**src/rtl/d_cache_ctrl_if.sv**
```systemverilog
// Signal bundle between the lookup stage, the cache controller and the memory port.
// The controller uses the slave view; the lookup stage and memory model use the master view.
interface d_cache_ctrl_if;
  // lookup stage -> controller
  logic             in_req;
  logic             hit_i;
  logic             miss_i;
  logic [27:0]      tagid_i;
  logic [1:0]       lineid_i;
  logic [1:0]       wordid_i;
  logic             we_i;
  logic [31:0]      wdata_i;

  // controller -> lookup stage
  logic [3:0][27:0] tag_array_ctrl;
  logic [3:0]       valid_array_ctrl;
  logic             busy_o;
  logic             done_o;
  logic [31:0]      rdata_o;

  // controller <-> memory
  logic             mem_req_o;
  logic             mem_we_o;
  logic [31:0]      mem_addr_o;
  logic [31:0]      mem_wdata_o;
  logic [31:0]      mem_rdata_i;
  logic             mem_ack_i;

  modport slave (
    input  in_req, hit_i, miss_i, tagid_i, lineid_i, wordid_i, we_i, wdata_i,
    input  mem_rdata_i, mem_ack_i,
    output tag_array_ctrl, valid_array_ctrl, busy_o, done_o, rdata_o,
    output mem_req_o, mem_we_o, mem_addr_o, mem_wdata_o
  );

  modport master (
    output in_req, hit_i, miss_i, tagid_i, lineid_i, wordid_i, we_i, wdata_i,
    output mem_rdata_i, mem_ack_i,
    input  tag_array_ctrl, valid_array_ctrl, busy_o, done_o, rdata_o,
    input  mem_req_o, mem_we_o, mem_addr_o, mem_wdata_o
  );
endinterface

```
**src/rtl/d_cache_ctrl.sv**
```systemverilog
// Direct-mapped data cache controller: 4 lines x 4 words, line refill on load miss,
// write-through / no-write-allocate stores, one-cycle done pulse per request.
module d_cache_ctrl (
  input  logic          clk,
  input  logic          rst_n,
  d_cache_ctrl_if.slave bus
);

  typedef enum logic [1:0] {IDLE, REFILL, WRITE, RESP} state_t;

  state_t      state;
  logic [27:0] tag_q;
  logic [1:0]  line_q;
  logic [1:0]  word_q;
  logic [1:0]  cnt;
  logic        hit_q;
  logic [31:0] wdata_q;

  logic [31:0] data_mem [0:3][0:3];

  logic eff_hit;
  logic ack;

  // The raw tag compare is only trusted once the line has been filled.
  assign eff_hit = bus.hit_i & bus.valid_array_ctrl[bus.lineid_i];
  assign ack     = bus.mem_ack_i & bus.mem_req_o;

  // NOTE: all state and registered outputs use non-blocking assignments so every
  // update in this block sees the values from before the clock edge.
  always_ff @(posedge clk or negedge rst_n) begin
    if (!rst_n) begin
      state                <= IDLE;
      cnt                  <= '0;
      tag_q                <= '0;
      line_q               <= '0;
      word_q               <= '0;
      hit_q                <= 1'b0;
      wdata_q              <= '0;
      bus.tag_array_ctrl   <= '0;
      bus.valid_array_ctrl <= '0;
      bus.busy_o           <= 1'b0;
      bus.done_o           <= 1'b0;
      bus.rdata_o          <= '0;
      bus.mem_req_o        <= 1'b0;
      bus.mem_we_o         <= 1'b0;
      bus.mem_addr_o       <= '0;
      bus.mem_wdata_o      <= '0;
    end else begin
      unique case (state)
        IDLE: begin
          if (bus.in_req) begin
            tag_q      <= bus.tagid_i;
            line_q     <= bus.lineid_i;
            word_q     <= bus.wordid_i;
            hit_q      <= eff_hit;
            wdata_q    <= bus.wdata_i;
            bus.busy_o <= 1'b1;
            if (bus.we_i) begin
              state           <= WRITE;
              bus.mem_req_o   <= 1'b1;
              bus.mem_we_o    <= 1'b1;
              bus.mem_addr_o  <= {bus.tagid_i, bus.lineid_i, bus.wordid_i};
              bus.mem_wdata_o <= bus.wdata_i;
            end else if (eff_hit) begin
              state       <= RESP;
              bus.done_o  <= 1'b1;
              bus.rdata_o <= data_mem[bus.lineid_i][bus.wordid_i];
            end else begin
              state          <= REFILL;
              cnt            <= '0;
              bus.mem_req_o  <= 1'b1;
              bus.mem_we_o   <= 1'b0;
              bus.mem_addr_o <= {bus.tagid_i, bus.lineid_i, 2'd0};
            end
          end
        end

        REFILL: begin
          if (ack) begin
            if (cnt == 2'd3) begin
              bus.tag_array_ctrl[line_q]   <= tag_q;
              bus.valid_array_ctrl[line_q] <= 1'b1;
              bus.mem_req_o                <= 1'b0;
              bus.done_o                   <= 1'b1;
              // The last word is still on the bus; earlier words are already in the array.
              bus.rdata_o <= (word_q == 2'd3) ? bus.mem_rdata_i : data_mem[line_q][word_q];
              cnt         <= '0;
              state       <= RESP;
            end else begin
              cnt            <= cnt + 2'd1;
              bus.mem_addr_o <= {tag_q, line_q, cnt + 2'd1};
            end
          end
        end

        WRITE: begin
          if (ack) begin
            bus.mem_req_o <= 1'b0;
            bus.mem_we_o  <= 1'b0;
            bus.done_o    <= 1'b1;
            bus.rdata_o   <= '0;
            state         <= RESP;
          end
        end

        RESP: begin
          bus.done_o <= 1'b0;
          bus.busy_o <= 1'b0;
          state      <= IDLE;
        end

        default: state <= IDLE;
      endcase
    end
  end

  // NOTE: the data array has no reset; its contents only matter once the valid
  // bit of the line is set, and leaving it unreset lets it map onto plain RAM.
  always_ff @(posedge clk) begin
    if (state == REFILL && ack)
      data_mem[line_q][cnt] <= bus.mem_rdata_i;
    else if (state == WRITE && ack && hit_q)
      data_mem[line_q][word_q] <= wdata_q;
  end

endmodule

```
**src/flat_wrapper.sv**
```systemverilog
// flat-port wrapper written by rule: the top's interface ports become plain ports
module d_cache_ctrl_flat 
  (clk, rst_n, bus_in_req, bus_hit_i, bus_miss_i, bus_tagid_i, bus_lineid_i, bus_wordid_i, bus_we_i, bus_wdata_i, bus_mem_rdata_i, bus_mem_ack_i, bus_tag_array_ctrl, bus_valid_array_ctrl, bus_busy_o, bus_done_o, bus_rdata_o, bus_mem_req_o, bus_mem_we_o, bus_mem_addr_o, bus_mem_wdata_o);
  d_cache_ctrl_if bus_i ();
  input  logic clk;
  input  logic rst_n;
  input wire logic [$bits(bus_i.in_req)-1:0] bus_in_req;
  input wire logic [$bits(bus_i.hit_i)-1:0] bus_hit_i;
  input wire logic [$bits(bus_i.miss_i)-1:0] bus_miss_i;
  input wire logic [$bits(bus_i.tagid_i)-1:0] bus_tagid_i;
  input wire logic [$bits(bus_i.lineid_i)-1:0] bus_lineid_i;
  input wire logic [$bits(bus_i.wordid_i)-1:0] bus_wordid_i;
  input wire logic [$bits(bus_i.we_i)-1:0] bus_we_i;
  input wire logic [$bits(bus_i.wdata_i)-1:0] bus_wdata_i;
  input wire logic [$bits(bus_i.mem_rdata_i)-1:0] bus_mem_rdata_i;
  input wire logic [$bits(bus_i.mem_ack_i)-1:0] bus_mem_ack_i;
  output wire logic [$bits(bus_i.tag_array_ctrl)-1:0] bus_tag_array_ctrl;
  output wire logic [$bits(bus_i.valid_array_ctrl)-1:0] bus_valid_array_ctrl;
  output wire logic [$bits(bus_i.busy_o)-1:0] bus_busy_o;
  output wire logic [$bits(bus_i.done_o)-1:0] bus_done_o;
  output wire logic [$bits(bus_i.rdata_o)-1:0] bus_rdata_o;
  output wire logic [$bits(bus_i.mem_req_o)-1:0] bus_mem_req_o;
  output wire logic [$bits(bus_i.mem_we_o)-1:0] bus_mem_we_o;
  output wire logic [$bits(bus_i.mem_addr_o)-1:0] bus_mem_addr_o;
  output wire logic [$bits(bus_i.mem_wdata_o)-1:0] bus_mem_wdata_o;
  assign bus_i.in_req = bus_in_req;
  assign bus_i.hit_i = bus_hit_i;
  assign bus_i.miss_i = bus_miss_i;
  assign bus_i.tagid_i = bus_tagid_i;
  assign bus_i.lineid_i = bus_lineid_i;
  assign bus_i.wordid_i = bus_wordid_i;
  assign bus_i.we_i = bus_we_i;
  assign bus_i.wdata_i = bus_wdata_i;
  assign bus_i.mem_rdata_i = bus_mem_rdata_i;
  assign bus_i.mem_ack_i = bus_mem_ack_i;
  assign bus_tag_array_ctrl = bus_i.tag_array_ctrl;
  assign bus_valid_array_ctrl = bus_i.valid_array_ctrl;
  assign bus_busy_o = bus_i.busy_o;
  assign bus_done_o = bus_i.done_o;
  assign bus_rdata_o = bus_i.rdata_o;
  assign bus_mem_req_o = bus_i.mem_req_o;
  assign bus_mem_we_o = bus_i.mem_we_o;
  assign bus_mem_addr_o = bus_i.mem_addr_o;
  assign bus_mem_wdata_o = bus_i.mem_wdata_o;
  d_cache_ctrl u_core (.clk(clk), .rst_n(rst_n), .bus(bus_i));
endmodule
```
**config.mk**
```make
export PLATFORM = sky130hd
export DESIGN_NAME = d_cache_ctrl_flat
export DESIGN_NICKNAME = d
export VERILOG_FILES = /design/src/rtl/d_cache_ctrl_if.sv /design/src/rtl/d_cache_ctrl.sv /design/src/flat_wrapper.sv
export SDC_FILE = /design/constraint.sdc
export NUM_CORES = 1
export LEC_CHECK = 0
export ABC_AREA = 1
export CORE_ASPECT_RATIO = 0.5
export CORE_MARGIN = 2
export CORE_UTILIZATION = 45
export DETAILED_ROUTE_END_ITERATION = 16
export PLACE_DENSITY_LB_ADDON = 0.12
export SYNTH_ARGS = -nofsm -noshare
export SYNTH_HDL_FRONTEND = slang
export SYNTH_SLANG_ARGS = --single-unit
```
**constraint.sdc**
```tcl
create_clock -name clk -period 6.4 [get_ports clk]
set_input_delay 0.96 -clock clk [delete_from_list [all_inputs] [get_ports clk]]
set_output_delay 0.96 -clock clk [all_outputs]
set_load 0.01 [all_outputs]
```
======== Word level (Yosys, flattened, before mapping) ========
Memory sizes are Yosys's and may differ from the RTL's.
Index checks and enable logic that the tools add are counted.
word-level totals
  flip-flop bits (word level) ............. 285
  RAM bits ................................ 512
  input port bits ......................... 103
  output and inout port bits .............. 216
  memories ................................ 1
operators by class
  add/subtract/negate cells ............... 1
  magnitude comparators ................... 8
  equal/unequal tests ..................... 14
  muxes and demuxes ....................... 197
  bitwise operators ....................... 134
  reduce and logical (&&, ||, !) cells .... 22
memory list
  memory           depth  bits a word  read ports  clocked after Yosys merged registers in  wr ports  RTL line            text
  u_core.data_mem  4      128          2           0                                        1         d_cache_ctrl.sv:19  logic [31:0] data_mem [0:3][0:3];
operator list
  operator                                                    count
  2-to-1 mux 32 bit                                           18
  2-to-1 mux 128 bit                                          2
  2-to-1 mux 1 bit                                            149
  binary-select mux 32 bit (select 2 bit)                     2
  demux 32 bit (select 2 bit)                                 2
  OR 1 bit                                                    128
  bitwise mux 112 bit                                         1
  case mux 32 bit (3 select lines)                            1
  case mux 32 bit (2 select lines)                            1
  demux 28 bit (select 2 bit)                                 1
  2-to-1 mux 28 bit                                           1
  2-to-1 mux 2 bit                                            11
  AND reduction 6 bit                                         2
  AND reduction 5 bit                                         2
  greater-or-equal comparator 3 bit, second input constant    3
  NOT 2 -> 3 bit                                              3
  equality test 2 bit, second input constant                  4
  != test 2 x 1 -> 1 bit, second input constant               4
  != test 2 bit, second input constant                        4
  case mux 2 bit (4 select lines)                             1
  AND reduction 4 bit                                         2
  AND reduction 7 bit                                         1
  logical AND 1 bit                                           6
  less-than comparator 2 x 3 -> 1 bit, second input constant  2
  18 further kinds                                            25

======== Logic depth before layout (Yosys ltp) ========
Gate-level depths: netlist of the first run.
  depth in word-level cells ............... 8
  mapped depth ............................ 14
  mapped depth without buffers ............ 12

======== Worst setup path after synthesis of the first run ========
OpenSTA, ideal clock, no wires.
  path kind ............................... input-to-reg
  from .................................... in bus_mem_ack_i
  to ...................................... mem u_core.data_mem[0][0] (netlist bit) (enable)
  library setup time ...................... 0.421 ns
  arrival time ............................ 3.096 ns
  data required time ...................... 5.979 ns
  setup slack ............................. 2.883 ns
  cell stages on the path ................. 7
  cells stage by stage .................... nand2_1 nor2_1 nand4_1 buf_2 o21ai_0 inv_1 nor2_1
on the way
  longest elaborated chain between the ends .. 7
  elaborated cells between the ends (all ways) .. 10
  classes of those cells .................. mux: 5; bitwise: 2; reduce/logical: 3
RTL lines
  element                                   RTL line             text
  start, declared                           flat_wrapper.sv:16   input wire logic [$bits(bus_i.mem_ack_i)-1:0] bus_mem_ack_i;
  bitwise AND 1 bit *                       d_cache_ctrl.sv:26   assign ack = bus.mem_ack_i & bus.mem_req_o;
  logical AND 1 bit (2 in a row)            d_cache_ctrl.sv:122  else if (state == WRITE && ack && hit_q)
  2-to-1 mux 1 bit                          d_cache_ctrl.sv:122
  2-to-1 mux 1 bit                          d_cache_ctrl.sv:120  if (state == REFILL && ack)
  2-to-1 mux 128 bit (implied by the code)  d_cache_ctrl.sv:123  data_mem[line_q][word_q] <= wdata_q;
  OR 1 bit (no source line) *               --
  end, declared                             d_cache_ctrl.sv:19
Every way passes the cells marked *; elsewhere a longest branch is shown, timed or not.

======== Worst setup path in the final report of the first run ========
  from .................................... reg u_core.line_q[1]
  to ...................................... mem u_core.data_mem[2][39] (netlist bit) (enable)
RTL lines
  element                 RTL line            text
  start, declared         d_cache_ctrl.sv:13  logic [1:0] line_q;
  start signal, assigned  d_cache_ctrl.sv:53  line_q <= bus.lineid_i;
No word-level cell before the write port.

==> qor.txt, run 1 <==
outcome: finished clean
Final Net Count: 5069
Setup CP Type: reg2reg
clk buf depth: 3
final hold violation count: 0
syn nets: 4903
share of cells above drive strength 1: 4.44%
dominant synthesized flop cell: edfxtp_1
pwr dens: 371 nW/um^2
Die Wd: 421 microns
Die H: 213 microns
Final ANT Viol Nets: 0
synth unique cells: 30
Worst Path Max Fanout: 54
HP Class: in2async
CP top delay family: buffers and inverters
final core occ: 53.0%
vias: 32700
slew at the pin closest to its max-slew limit: 1.18 ns
Core Rows: 76
post-cts resize count: 0
Max IR drop VDD: 0.263 mV
CTS Hold Bufs: 0
multiplexer share of the synthesized area: 0.511%
Initial Util: 45.4%
clk slew on worst S/H paths: 0.07 ns
top post-synthesis cells by area: edfxtp_1, nand2_1, dfrtp_1
Max-Cap Viols: 0
Post-route DRC: 0
# Post-CTS Setup Buffers: 0
clk_lat worst skew: 0.65 ns
RSZ-0062 raised after global routing: false
Synth Area in Simple Gates: 26.7%
Final setup viols: 0
asr flop ratio synth: 35.8%
xor-xnor portion of the synthesized cell area: 0%
filler instances: 7978
Avg Cell Area, Syn: 8.17 sq um
CTS tree: done
core box area: 86200 sq um
final period utilization: 71.0%
pre-CTS setup slack: 2.05 ns
adder-cell area share of the yosys netlist: 0.288%
most common cell in the netlist: nand2_1
CP peak stage delay: 1.10 ns
EDFF count, synth: 512
minimum hold slack: 0.333 ns
Rel. slew slack: 21.2%
fin crit period: 4.54 ns
global-route wire length before repair: 191 mm
register bit total from synthesis: 797
num ports: 319
commonest cells in the netlist: nand2_1, inv_1, edfxtp_1
vias in the first global route: 31400
Via-to-Cell Ratio: 5.29
GRT Overall Usage: 28.4%
TNS Setup: 0 ns
Crit path buffers/inverters: 3
initial DRC count: 3207
Critical-path top delay cell: dfrtp_4
Required @ worst endpoint: 6.71 ns
first-pass iteration count of the detailed router: 6
Post-Syn Area: 39200 sq um
per-cell routed wire length: 20.7 microns
Worst EP arrival: 4.85 ns
Pleak: 21.4 nW
Setup crit end kind: flop
Synth Area in Compound Gates: 6.34%
skew final: 0.00970 ns
Synth Warn #: 0
IO buf count: 317
# H-tree levels: 3
largest family of logic cells by synthesized area: simple AND/OR/NAND/NOR gates
area leader, netlist: edfxtp_1
f_max: 220 MHz
TritonCTS Buffers: 76
final max-slew violation count: 0
largest net degree at the start of global routing: 146
Ant. Diodes: 0
clk sink count: 797
CP cell instances: clkinv_2 -> nor2_1 -> inv_1 -> nor2_4 -> buf_4
Die ar.: 89500 sq um
layout overhead on the synthesized area: 16.6%
Reg2Reg Setup Slack: 1.86 ns
initial antenna violation count: 5
Yosys top cell area share: 39.3%
CP Launch Type: flop
Synth Instances: 4791
register area share after synthesis: 57.5%
GP Congestion: 0.839
Overflow after GRT: 0
root buf cell: clkbuf_16
final worst slack: 1.86 ns
DRT Wirelength: 128 mm
DPL Wire Length: 77.5 mm
==> sequential cells by signal, indices dropped and copies added, names as in the netlist <==
signal	flops
u_core.data_mem	512
u_core.bus.rdata_o	32
u_core.hit_q	1
u_core.tag_q	28
u_core.bus.mem_req_o	1
u_core.wdata_q	32
u_core.bus.mem_we_o	1
u_core.bus.busy_o	1
u_core.bus.done_o	1
u_core.bus.valid_array_ctrl	4
u_core.bus.tag_array_ctrl	112
u_core.state	2
u_core.line_q	2
u_core.word_q	2
u_core.cnt	2
u_core.bus.mem_wdata_o	32
u_core.bus.mem_addr_o	32
==> per-layer routing <==
| layer | vias to the layer above | part of all wire (%) | track usage (%) |
|---|---|---|---|
| li1 | 15500 | - | - |
| met5 | - | 0.023 | 0 |
| met2 | 1529 | 45 | 44.9 |
| met4 | 4 | 2.9 | 9.10 |
| met1 | 15500 | 42 | 39.0 |
| met3 | 255 | 10 | 6.57 |
==> cell families after synthesis <==
group,count (synthesis)
and+or+nand+nor,2641
buffers and inverters,831
DFF,797
AOI/OAI and AO/OA,493
muxes,20
adders and majority gates,9
==> power by group <==
part           internal, W  switching (W)  total (W)
sequential         0.00612       0.000581    0.00670
combinational      0.00173        0.00374    0.00547
clock              0.00274        0.00203    0.00476
==> worst paths after layout <==
path	startpoint	to	depth (start not counted)
worst max register to register	u_core.line_q[1]	u_core.data_mem[2][39]	5
max in group asynchronous	rst_n	u_core.bus.rdata_o[16]	2
worst min-delay path	rst_n	u_core.bus.tag_array_ctrl[59]	1
worst min register to register	u_core.bus.rdata_o[14]	u_core.bus.rdata_o[14]	2
min in group clk	u_core.bus.rdata_o[14]	u_core.bus.rdata_o[14]	2
worst max-delay path	u_core.line_q[1]	u_core.data_mem[2][39]	5
==> cell usage in the layout (no fill, tap or decap), types with 11 or more instances in the layout <==
cell                n
inv_1             539
a21oi_1            13
clkinv_2           11
nand3_1           386
dfrtp_1           283
o21ai_0           384
nor2_4             18
nor2_1             88
clkbuf_16          86
clkdlybuf4s50_1   312
buf_4              52
clkbuf_1           14
o21ai_1            89
mux2i_1            20
edfxtp_1          512
nand2_1          2130
clkbuf_8           17
==> stage by stage <==
stage               instance area [sq um]  total power (W)  std cells
floorplan                           39200          0.00979       4791
global placement                    43000           0.0121       6049
detailed placement                  43000           0.0122       6049
CTS                                 45700           0.0170       6187
global route                        45700           0.0178       6187
finish                              45700           0.0169       6187
==> area by class of cell <==
cell class	count	area [sq um]	area share, %
Clock buffer	116	2420	5.31
Clock inverter	22	183	0.400
Inverter	549	2070	4.54
Multi-Input combinational cell	3163	13400	29.4
Sequential cell	797	22500	49.3
Tap cell	1170	1460	3.21
Timing Repair Buffer	370	3590	7.87
No activity file was read; power rests on OpenSTA's default activity.
==> run 2: changes to the inputs <==
==> constraint.sdc (replaced) <==
create_clock -name clk -period 3.85 [get_ports clk]
set_input_delay 0.5775 -clock clk [delete_from_list [all_inputs] [get_ports clk]]
set_output_delay 0.5775 -clock clk [all_outputs]
set_load 0.01 [all_outputs]
==> run 2 against run 1 <==
Net effect: clock power increased by 62%; cell count up 0.47%; routed wire length rose by 2.0%; critical path depth is the same; critical endpoint is now u_core.data_mem[1][42]; largest power group unchanged.
==> qor.txt, run 2 (synthesized netlist as in run 1, its figures left out) <==
fin crit period: 3.02 ns
Final setup viols: 0
outcome: finished clean
clk slew on worst S/H paths: 0.07 ns
Die H: 213 microns
Die ar.: 89500 sq um
clk sink count: 797
initial antenna violation count: 2
Setup crit end kind: flop
final max-slew violation count: 0
Setup CP Type: reg2reg
global-route wire length before repair: 195 mm
root buf cell: clkbuf_16
vias in the first global route: 31700
f_max: 331 MHz
Core Rows: 76
placed cell area: 43600 sq um
# H-tree levels: 3
initial DRC count: 3233
GP Congestion: 0.834
TritonCTS Buffers: 76
Die Wd: 421 microns
Largest register FFs: 512
Required @ worst endpoint: 4.22 ns
DPL Wire Length: 78.8 mm
Largest regs: u_core.data_mem (512), u_core.bus.tag_array_ctrl (112)
RSZ-0062 raised after global routing: false
Max-Cap Viols: 0
# Post-CTS Setup Buffers: 0
num ports: 319
final hold violation count: 0
clk buf depth: 3
TNS Setup: 0 ns
share of cells above drive strength 1: 4.86%
vias: 32900
slew at the pin closest to its max-slew limit: 1.28 ns
Worst EP arrival: 3.39 ns
pwr dens: 614 nW/um^2
Rel. slew slack: 14.2%
clk_lat worst skew: 0.66 ns
IO buf count: 317
post-cts resize count: 0
final period utilization: 78.5%
Final Net Count: 5099
Largest Register: u_core.data_mem
Overflow after GRT: 0
most frequent cells in the layout: nand2_1, inv_1, edfxtp_1
Final ANT Viol Nets: 0
Worst Path Max Fanout: 48
CP Launch Type: flop
filler instances: 7938
largest net degree at the start of global routing: 152
Post-route DRC: 0
per-cell routed wire length: 21.0 microns
Max IR drop VDD: 0.613 mV
first-pass iteration count of the detailed router: 8
HP Class: in2reg
core box area: 86200 sq um
Pleak: 21.5 nW
CTS tree: done
Initial Util: 45.4%
layout overhead on the synthesized area: 17.6%
final instance area: 46000 sq um
Via-to-Cell Ratio: 5.29
DRT Wirelength: 131 mm
total power: 0.0283 W
skew final: 0.0225 ns
most common cell after layout, fill and taps aside: nand2_1
GRT Overall Usage: 29.1%
[run 2: changes by cell type in the layout (fill, tap and decap cells not counted)]
cell / delta
clkbuf_1: +6
buf_12: +23
clkinvlp_4: +1
inv_4: -1
diode_2: +1
dlygate4sd3_1: +1
buf_4: +6
clkbuf_16: -8
clkinv_1: -1
clkinv_2: +1
inv_6: +3
bufinv_16: +4
clkbuf_8: -7
[run 2: worst max-delay path, stage by stage, from the launching register on]
cell and delay [ns]:
dfrtp_4 0.59, inv_4 0.29, nor2_1 0.31, inv_1 0.24, nor2_4 0.92, buf_4 0.30
[run 2: repair_timing]
| action | 4_1_cts | 5_1_grt |
|---|---|---|
| hold endpoints to repair | 20 | 0 |
| endpoints found under the setup margin | 0 | 0 |
| hold buffers | 1 | 0 |
[run 2: where the power goes]
group	total [W]	switching (W)	internal, W
Combinational	0.00958	0.00661	0.00297
Clock	0.00773	0.00335	0.00438
Sequential	0.0109	0.000769	0.0102
[run 2: worst paths after layout]
| path | start | end | slack (ns) | cells after the start |
|---|---|---|---|---|
| min | bus_lineid_i[1] | u_core.line_q[1] | 0.45 | 3 |
| min reg2reg | u_core.bus.rdata_o[30] | u_core.bus.rdata_o[30] | 0.48 | 2 |
| max in group asynchronous | rst_n | u_core.bus.mem_wdata_o[17] | 2.40 | 4 |
| min in group asynchronous | rst_n | u_core.bus.tag_array_ctrl[3] | 0.50 | 2 |
| max | u_core.line_q[0] | u_core.data_mem[1][42] | 0.83 | 5 |
| max reg2reg | u_core.line_q[0] | u_core.data_mem[1][42] | 0.83 | 5 |
[run 2: routing by layer]
metal / global-route usage [%] / part of all wire, % / up-vias
met5: 0 / 0.021 / -
met4: 11.4 / 3.8 / 4
met3: 7.30 / 10 / 269
met2: 45.8 / 45 / 1520
met1: 38.7 / 41 / 15600
li1: - / - / 15500
[run 2: final cells by class]
type | instances | area (sq um) | share of cell area, %
well taps | 1170 | 1460 | 3.18
diodes | 1 | 2.50 | 0.00543
multi-input cells | 3163 | 13400 | 29.1
repair buffers | 400 | 4110 | 8.92
inverters | 549 | 2070 | 4.51
flip-flops and latches | 797 | 22500 | 48.9
clock buffers | 107 | 2150 | 4.67
clock inverters | 29 | 332 | 0.720
[run 2: metrics by stage]
stage / worst slack (ns) / cells / hold WS [ns] / util, %
5_1_grt: 0.651 / 6215 / 0.478 / 53.4
2_1_floorplan: 0.715 / 4791 / 0.282 / -
3_5_place_dp: 0.402 / 6078 / 0.465 / 50.6
4_1_cts: 0.838 / 6215 / 0.425 / 53.4
3_3_place_gp: 0.393 / 6078 / 0.461 / 50.6
6_report: 0.829 / 6216 / 0.454 / 53.4
